[config.mk]
export PLATFORM = sky130hd
export DESIGN_NAME = fetch_pair_buffer
export DESIGN_NICKNAME = d
export VERILOG_FILES = /design/src/rtl/fetch_pair_buffer.sv
export SDC_FILE = /design/constraint.sdc
export NUM_CORES = 1
export LEC_CHECK = 0
export CORE_MARGIN = 8
export CORE_UTILIZATION = 46
export CTS_BUF_LIST = sky130_fd_sc_hd__clkbuf_4 sky130_fd_sc_hd__clkbuf_8
export DETAILED_ROUTE_END_ITERATION = 8
export PLACE_DENSITY = 0.7
export SLEW_MARGIN = 25
export SYNTH_ARGS = -nofsm -noshare
export SYNTH_HDL_FRONTEND = slang
export SYNTH_SLANG_ARGS = --single-unit
[constraint.sdc]
create_clock -name clk_i -period 9.67 [get_ports clk_i]
set_input_delay 1.934 -clock clk_i [delete_from_list [all_inputs] [get_ports clk_i]]
set_output_delay 1.934 -clock clk_i [all_outputs]
set_load 0.02 [all_outputs]
[src/rtl/fetch_pair_buffer.sv]
// Instruction queue between fetch and dual-issue decode.
// Stores per-instruction entries and presents the two oldest.
module fetch_pair_buffer #(
  parameter int unsigned DEPTH    = 8,
  parameter logic [31:0] NOP_INST = 32'h00000013
) (
  input  logic                       clk_i,
  input  logic                       rst_i,
  input  logic                       fetch_valid_i,
  input  logic [63:0]                fetch_data_i,
  input  logic [31:0]                fetch_pc_i,
  output logic                       fetch_ready_o,
  input  logic                       flush_i,
  input  logic [1:0]                 issue_count_i,
  output logic [31:0]                inst0_o,
  output logic [31:0]                inst1_o,
  output logic [31:0]                pc0_o,
  output logic [31:0]                pc1_o,
  output logic                       valid0_o,
  output logic                       valid1_o,
  output logic [$clog2(DEPTH):0]     count_o
);

  localparam int unsigned AW = $clog2(DEPTH);
  localparam int unsigned CW = AW + 1;

  typedef struct packed {
    logic [31:0] inst;
    logic [31:0] pc;
  } entry_t;

  entry_t          mem_q [DEPTH];
  logic [AW-1:0]   rd_ptr;
  logic [AW-1:0]   wr_ptr;
  logic [CW-1:0]   count;

  logic            enq_go;
  logic [CW-1:0]   enq_n;
  logic [CW-1:0]   iss_c;
  logic [CW-1:0]   deq;
  logic [AW-1:0]   rd_ptr1;
  logic [AW-1:0]   wr_ptr1;

  assign rd_ptr1 = rd_ptr + AW'(1);
  assign wr_ptr1 = wr_ptr + AW'(1);

  assign fetch_ready_o = (count <= CW'(DEPTH - 2));
  assign enq_go = fetch_valid_i && fetch_ready_o && !flush_i;

  always_comb begin
    enq_n = '0;
    if (enq_go) begin
      enq_n = fetch_pc_i[2] ? CW'(1) : CW'(2);
    end
  end

  // issue_count_i of 3 saturates to 2; never retire more than held
  always_comb begin
    iss_c = (issue_count_i == 2'd3) ? CW'(2) : CW'(issue_count_i);
    deq   = (iss_c > count) ? count : iss_c;
  end

  always_ff @(posedge clk_i or posedge rst_i) begin
    if (rst_i) begin
      rd_ptr <= '0;
      wr_ptr <= '0;
      count  <= '0;
    end else if (flush_i) begin
      rd_ptr <= '0;
      wr_ptr <= '0;
      count  <= '0;
    end else begin
      rd_ptr <= rd_ptr + deq[AW-1:0];
      wr_ptr <= wr_ptr + enq_n[AW-1:0];
      count  <= count + enq_n - deq;
    end
  end

  always_ff @(posedge clk_i) begin
    if (enq_go) begin
      if (fetch_pc_i[2]) begin
        mem_q[wr_ptr] <= '{inst: fetch_data_i[63:32], pc: fetch_pc_i};
      end else begin
        mem_q[wr_ptr]  <= '{inst: fetch_data_i[31:0], pc: fetch_pc_i};
        mem_q[wr_ptr1] <= '{inst: fetch_data_i[63:32],
                            pc: fetch_pc_i + 32'd4};
      end
    end
  end

  assign valid0_o = (count >= CW'(1));
  assign valid1_o = (count >= CW'(2));
  assign count_o  = count;

  assign inst0_o = valid0_o ? mem_q[rd_ptr].inst  : NOP_INST;
  assign pc0_o   = valid0_o ? mem_q[rd_ptr].pc    : 32'd0;
  assign inst1_o = valid1_o ? mem_q[rd_ptr1].inst : NOP_INST;
  assign pc1_o   = valid1_o ? mem_q[rd_ptr1].pc   : 32'd0;

  count_le_depth: assert property (
    @(posedge clk_i) disable iff (rst_i) count <= CW'(DEPTH)
  );

endmodule

* Yosys cells after proc, flatten, opt, wreduce, memory -nomap -nowiden
Memories as Yosys holds them, arrays and structs flattened.
Cells that the tools add are included.
** Word-level totals
- Memories :: 1
- Output and inout port bits :: 135
- Bits in read-only memories :: 0
- RAM bits :: 512
- Bits of input ports :: 102
- Register bits :: 10
- Word-level logic and storage cells :: 38
- Bits in latches :: 0
** Memory list
- mem_q :: words 8, bits a word 64, rd ports 2, clocked after Yosys merged registers in 0, write ports 2, RTL line 32 : entry_t mem_q [DEPTH];
** Operators by class
- Shift-type cells :: 0
- Order comparisons :: 4
- Multiply operators :: 0
- $add $sub $neg :: 7
- Bitwise gates (word level) :: 1
- Divide/modulo/power cells :: 0
- Reductions and logical operators :: 3
- Multiplexer cells :: 18
- Equality and inequality tests :: 1
** Operators by type and width (count)
- 32-bit 2-to-1 mux :: 4
- 64-bit 2-to-1 mux :: 1
- 32-bit by 3-bit adder with 32-bit output (second input constant) :: 1
- 4-bit 2-to-1 mux :: 2
- 3-bit by 1-bit adder with 3-bit output (second input constant) :: 2
- 3-bit adder :: 2
- 1-bit 2-to-1 mux :: 6
- 2-bit 2-to-1 mux :: 3
- 3-bit 2-to-1 mux :: 2
- 4-bit adder :: 1
- 4-bit by 1-bit >= comparator with 1-bit output (second input constant) :: 1
- 4-bit by 2-bit >= comparator with 1-bit output (second input constant) :: 1
- 2-bit by 4-bit > comparator with 1-bit output :: 1
- 4-bit by 3-bit <= comparator with 1-bit output (second input constant) :: 1
- 4-bit subtractor :: 1
- 2-bit equality test (second input constant) :: 1
- 1-bit logical AND :: 2
- 1-bit zero test :: 1
- 1-bit OR :: 1

* Depth between registers and ports, before layout
- Word-level depth :: 7
- Depth in mapped cells :: 13
- Depth with buffers taken out :: 13

* Least setup slack after synthesis
OpenSTA, ideal clock, no wires.
- Kind :: input to register
- Start :: input port flush_i
- End :: memory mem_q[1][0] in the netlist's numbering (enable)
- Path buffers :: 0
- Setup time :: 0.661 ns
- Data arrival time :: 8.962 ns
- Data required time :: 9.009 ns
- Setup slack :: 0.047 ns
- Cell stages on the path :: 3
- Cell sequence :: nand2b_1 or3_1 o41ai_1
** RTL lines
- start, declared :: RTL line 13 : input logic flush_i,
- end, declared :: RTL line 32

* Worst setup path after layout
- Start :: register rd_ptr[1]
- End :: output port pc1_o[9]
** On the way
- Longest elaborated chain between the ends :: 3
** RTL lines
- start, declared :: RTL line 33 : logic [AW-1:0] rd_ptr;
- start signal, assigned :: RTL line 73 : rd_ptr <= rd_ptr + deq[AW-1:0];
- 3-bit by 1-bit adder with 3-bit output :: RTL line 44 : assign rd_ptr1 = rd_ptr + AW'(1);
- memory 8 x 64 bit
- 32-bit 2-to-1 mux :: RTL line 98 : assign pc1_o = valid1_o ? mem_q[rd_ptr1].pc : 32'd0;
- end, declared :: RTL line 18 : output logic [31:0] pc1_o,
No other way between the ends.

==> out/summary.md <==
The run gives 7 as the initial antenna violation count. Buffers placed on the I/O ports in this run total 236. The tools report the utilization of the core after routing as 53.72%.

STA puts the critical path data arrival time at 4.76 ns. CTS built an H-tree with a depth of 3. The destination of the worst hold path was rd_ptr[2]$_DFF_PP0_. Summed over its instances, the top area cell type makes up 51.30% of the synthesized netlist area. After floorplanning, the core was sized to cover 0.06446 mm². Cell with the most instances after synthesis: edfxtp_1. For the final max-slew violation count, the log shows 0. The die covers 0.07358 mm². The worst path meets setup with 2.981 ns of slack. The tools report the clock tree root driver cell as clkbuf_8.

The dominant synthesized flop cell is edfxtp_1. For this run, the top clock speed supported by timing is 149.5 MHz. Along the worst hold path, the cell count comes to 3.

The setup path with the least slack is of type flop to primary output. Data on the critical path is required at its endpoint by 7.74 ns. In the finished design, the share of the clock period the worst path needs comes to 69.17%.

The later pin in the worst-skew pair is clocked with a latency of 0.69 ns. The analysis attributes to cell leakage a power of 11.00 nW. The HPWL after detailed placement is 49.49 mm. The die is 271.3 µm wide. The tightest min-delay check is of the flop to flop type. The total wire length after detailed routing came out at 85.15 mm. Yosys attributes the largest share of cell area to edfxtp_1 (51%), mux4_2 (19%), mux2_2 (9.3%). After synthesis, the most frequently instantiated cells are edfxtp_1 (512), mux4_2 (256), mux2_2 (248), clkbuf_1 (217), nand2_1 (154).

Clock skew on the completed layout was measured at 0.02803 ns. The number of rows created at floorplan came out at 93. The count of buffers added by post-CTS timing repair for setup is 0, and the y dimension of the die is 271.3 µm.

For the final routed database, the setup TNS stands at 0 ns. IR analysis of the VDD net gives a maximum drop of 0.2105 mV. The count of fill cells added during filler insertion is 5274, and the transition time at the pin with the least slew margin is 1.076 ns. The combined global-route utilization of all metal layers was 22.41%; the clock transition at the register clock pins on the worst setup and hold paths after CTS was 0.06 ns. The mapped cell area was 0.02997 mm²; the count of cell types in the netlist was 49. The tools report the DRC violation total after the first TritonRoute iteration as 1834.

In this run, synthesis produced a sequential element count of 522. Once the floorplan was initialized, standard cells occupied 46.49% of the core. No sink is reached through more buffers than the 3 on the longest clock path. Iteration count of the initial detailed-routing pass: 5.

The flow ran to the end, and the final reports show no timing, DRC or antenna violations. The final route contains 18850 vias. The worst register-to-register path begins at wr_ptr[0]$_DFF_PP0_. The global-route wire length before repair is 124.8 mm, and the combined area of the multi-input logic cells is 0.01332 mm².

For this run the aggregate overflow at the end of global routing stands at 0. The max-slew headroom at the worst pin is 28.09%, and the pre-CTS worst setup slack is 3.697 ns. The biggest area contributor in the post-synthesis netlist is edfxtp_1. In this run the most critical hold path is launched from count_o[2]$_DFF_PP0_.

Power spread over the standard cell area amounts to 289.5 mW/mm². The number of enable-type register cells in the synthesized netlist came out at 512. The clock sink total was 522; the async set-reset flop share out of synthesis was 1.916%. The via count of the first global-routing pass is 19710, and the average routed wire per standard cell is 27.93 µm. Routability-driven placement finished with a final weighted congestion of 0.7974. For the worst flop-to-flop path, the logic depth is 5. Clock period minus final worst setup slack: 6.689 ns. Setup repair after global routing left no endpoint under its margin. The post-route antenna net violation count was 0; the share of post-route cells with drive strength above 1 was 33.30%. The number of setup violations in the final report was 0; the I/O pin count was 237. The worst setup path is launched from a flop. In the synthesized netlist, the number of instances is 2038. Sequential elements use 52.13% of the synthesized area. The tools report the hold violation count in the final report as 0.

TritonCTS built the clock tree. During synthesis, Yosys emitted a total of 0 warnings. After clock tree synthesis, the repair step resized 0 gates.

Relative to the synthesized area, the layout overhead comes to 15.54%. The tool flagged a number of max-cap violations equal to 0. The run gives 2238 as the final-stage net count. The capture instance of the worst register-to-register path is mem_q[2][5]$_DFFE_PP_.

The run gives 0.01564 mm² as the combined flip-flop and latch cell area. Clock tree synthesis inserted a total of 89 buffers. The routed via count divided by cell count is 6.183, and the number of remaining DRC errors is 0.

The synthesized area per cell is 14.71 µm². In this run, post-CTS hold repair placed 0 buffers. For the slack of the worst reg-to-reg path, the log shows 5.66 ns. When the netlist entered floorplanning its net count stood at 2158.

In this run the worst path has a maximum fanout of 57. The worst setup path is captured at a primary output. Entering global routing, the biggest net connects 70 pins.
## how the worst max path moves through the flow
stage	from	end	slack [ns]	cells past startpoint
after floorplan	flush_i	mem_q[1][0]$_DFFE_PP_	0.05	3
after global placement	rd_ptr[1]$_DFF_PP0_	pc1_o[9]	3.64	6
final	rd_ptr[1]$_DFF_PP0_	pc1_o[9]	2.98	6
after detailed placement	rd_ptr[1]$_DFF_PP0_	pc1_o[9]	3.70	6
after CTS	rd_ptr[1]$_DFF_PP0_	pc1_o[9]	2.92	6
after global routing	rd_ptr[1]$_DFF_PP0_	pc1_o[8]	2.81	6
## kinds of logic after synthesis
logic type	synth area share [%]
muxes	31.33
DFF	52.13
and+or+nand+nor	6.383
buffers and inverters	4.175
xor gates and xnor gates	3.507
AOI/OAI and AO/OA	1.624
adders and majority gates	0.8516
## power breakdown
| part | leakage (nW) | internal, mW | total (mW) | switching (mW) |
|---|---|---|---|---|
| clock network | 0.942 | 1.12 | 2.04 | 0.922 |
| registers | 4.76 | 2.60 | 2.76 | 0.153 |
| logic | 5.30 | 2.37 | 5.23 | 2.86 |
## placed cells by master (no fill, tap or decap), types with 5 or more instances in the layout
master,n
clkbuf_4,20
nand3_1,46
nand2_1,153
xnor2_1,59
ha_1,13
nand2b_1,9
mux4_2,256
clkdlybuf4s50_1,236
clkinvlp_4,5
edfxtp_1,512
nor2_1,73
o21ai_4,7
mux2i_1,65
xor2_1,58
buf_4,40
a21oi_1,63
dfrtp_1,7
inv_1,16
nor2b_1,6
nand4_1,25
mux2_1,16
clkinv_1,20
clkbuf_8,91
nor4_1,55
clkinv_2,19
bufinv_16,6
diode_2,5
mux2_2,248
## through the flow
| stage | instance area [µm²] | instances | hold slack, ns | power, mW |
|---|---|---|---|---|
| after floorplan | 29970 | 2038 | 0.6123 | 5.993 |
| after global routing | 34620 | 3046 | 0.8649 | 10.47 |
| after global placement | 32760 | 2880 | 0.7630 | 8.015 |
| after detailed placement | 32800 | 2881 | 0.7877 | 8.071 |
| after CTS | 34590 | 3043 | 0.7974 | 10.12 |
| final | 34630 | 3049 | 0.8056 | 10.03 |
## sequential cells by signal (all words and copies together), names as in the netlist
| register | cells |
|---|---|
| count_o | 4 |
| mem_q | 512 |
| rd_ptr | 3 |
| wr_ptr | 3 |
## layout make-up
type                            count  area share, %
Antenna cell                        5        0.03613
Clock buffer                      111          4.050
Clock inverter                     51          1.145
Inverter                           16         0.1734
Multi-Input combinational cell   1208          38.45
Sequential cell                   522          45.15
Tap cell                          855          3.089
Timing Repair Buffer              281          7.898
## layer usage
metal	global-route usage, %	vias to the layer above	part of all wire, %
met1	28.57	9836	39
li1	-	8059	-
met4	7.525	6	2.4
met2	37.80	807	50
met5	0.8547	-	0.052
met3	4.853	144	8.3
## critical path, cell delays in order, from the launching register on
cell	delay (ns)
dfrtp_4	0.70
ha_4	1.05
buf_4	0.80
mux4_2	0.35
nand2_1	0.06
a21oi_1	0.38
clkdlybuf4s50_1	0.70
Note: power is estimated with default switching activity, not from simulation.
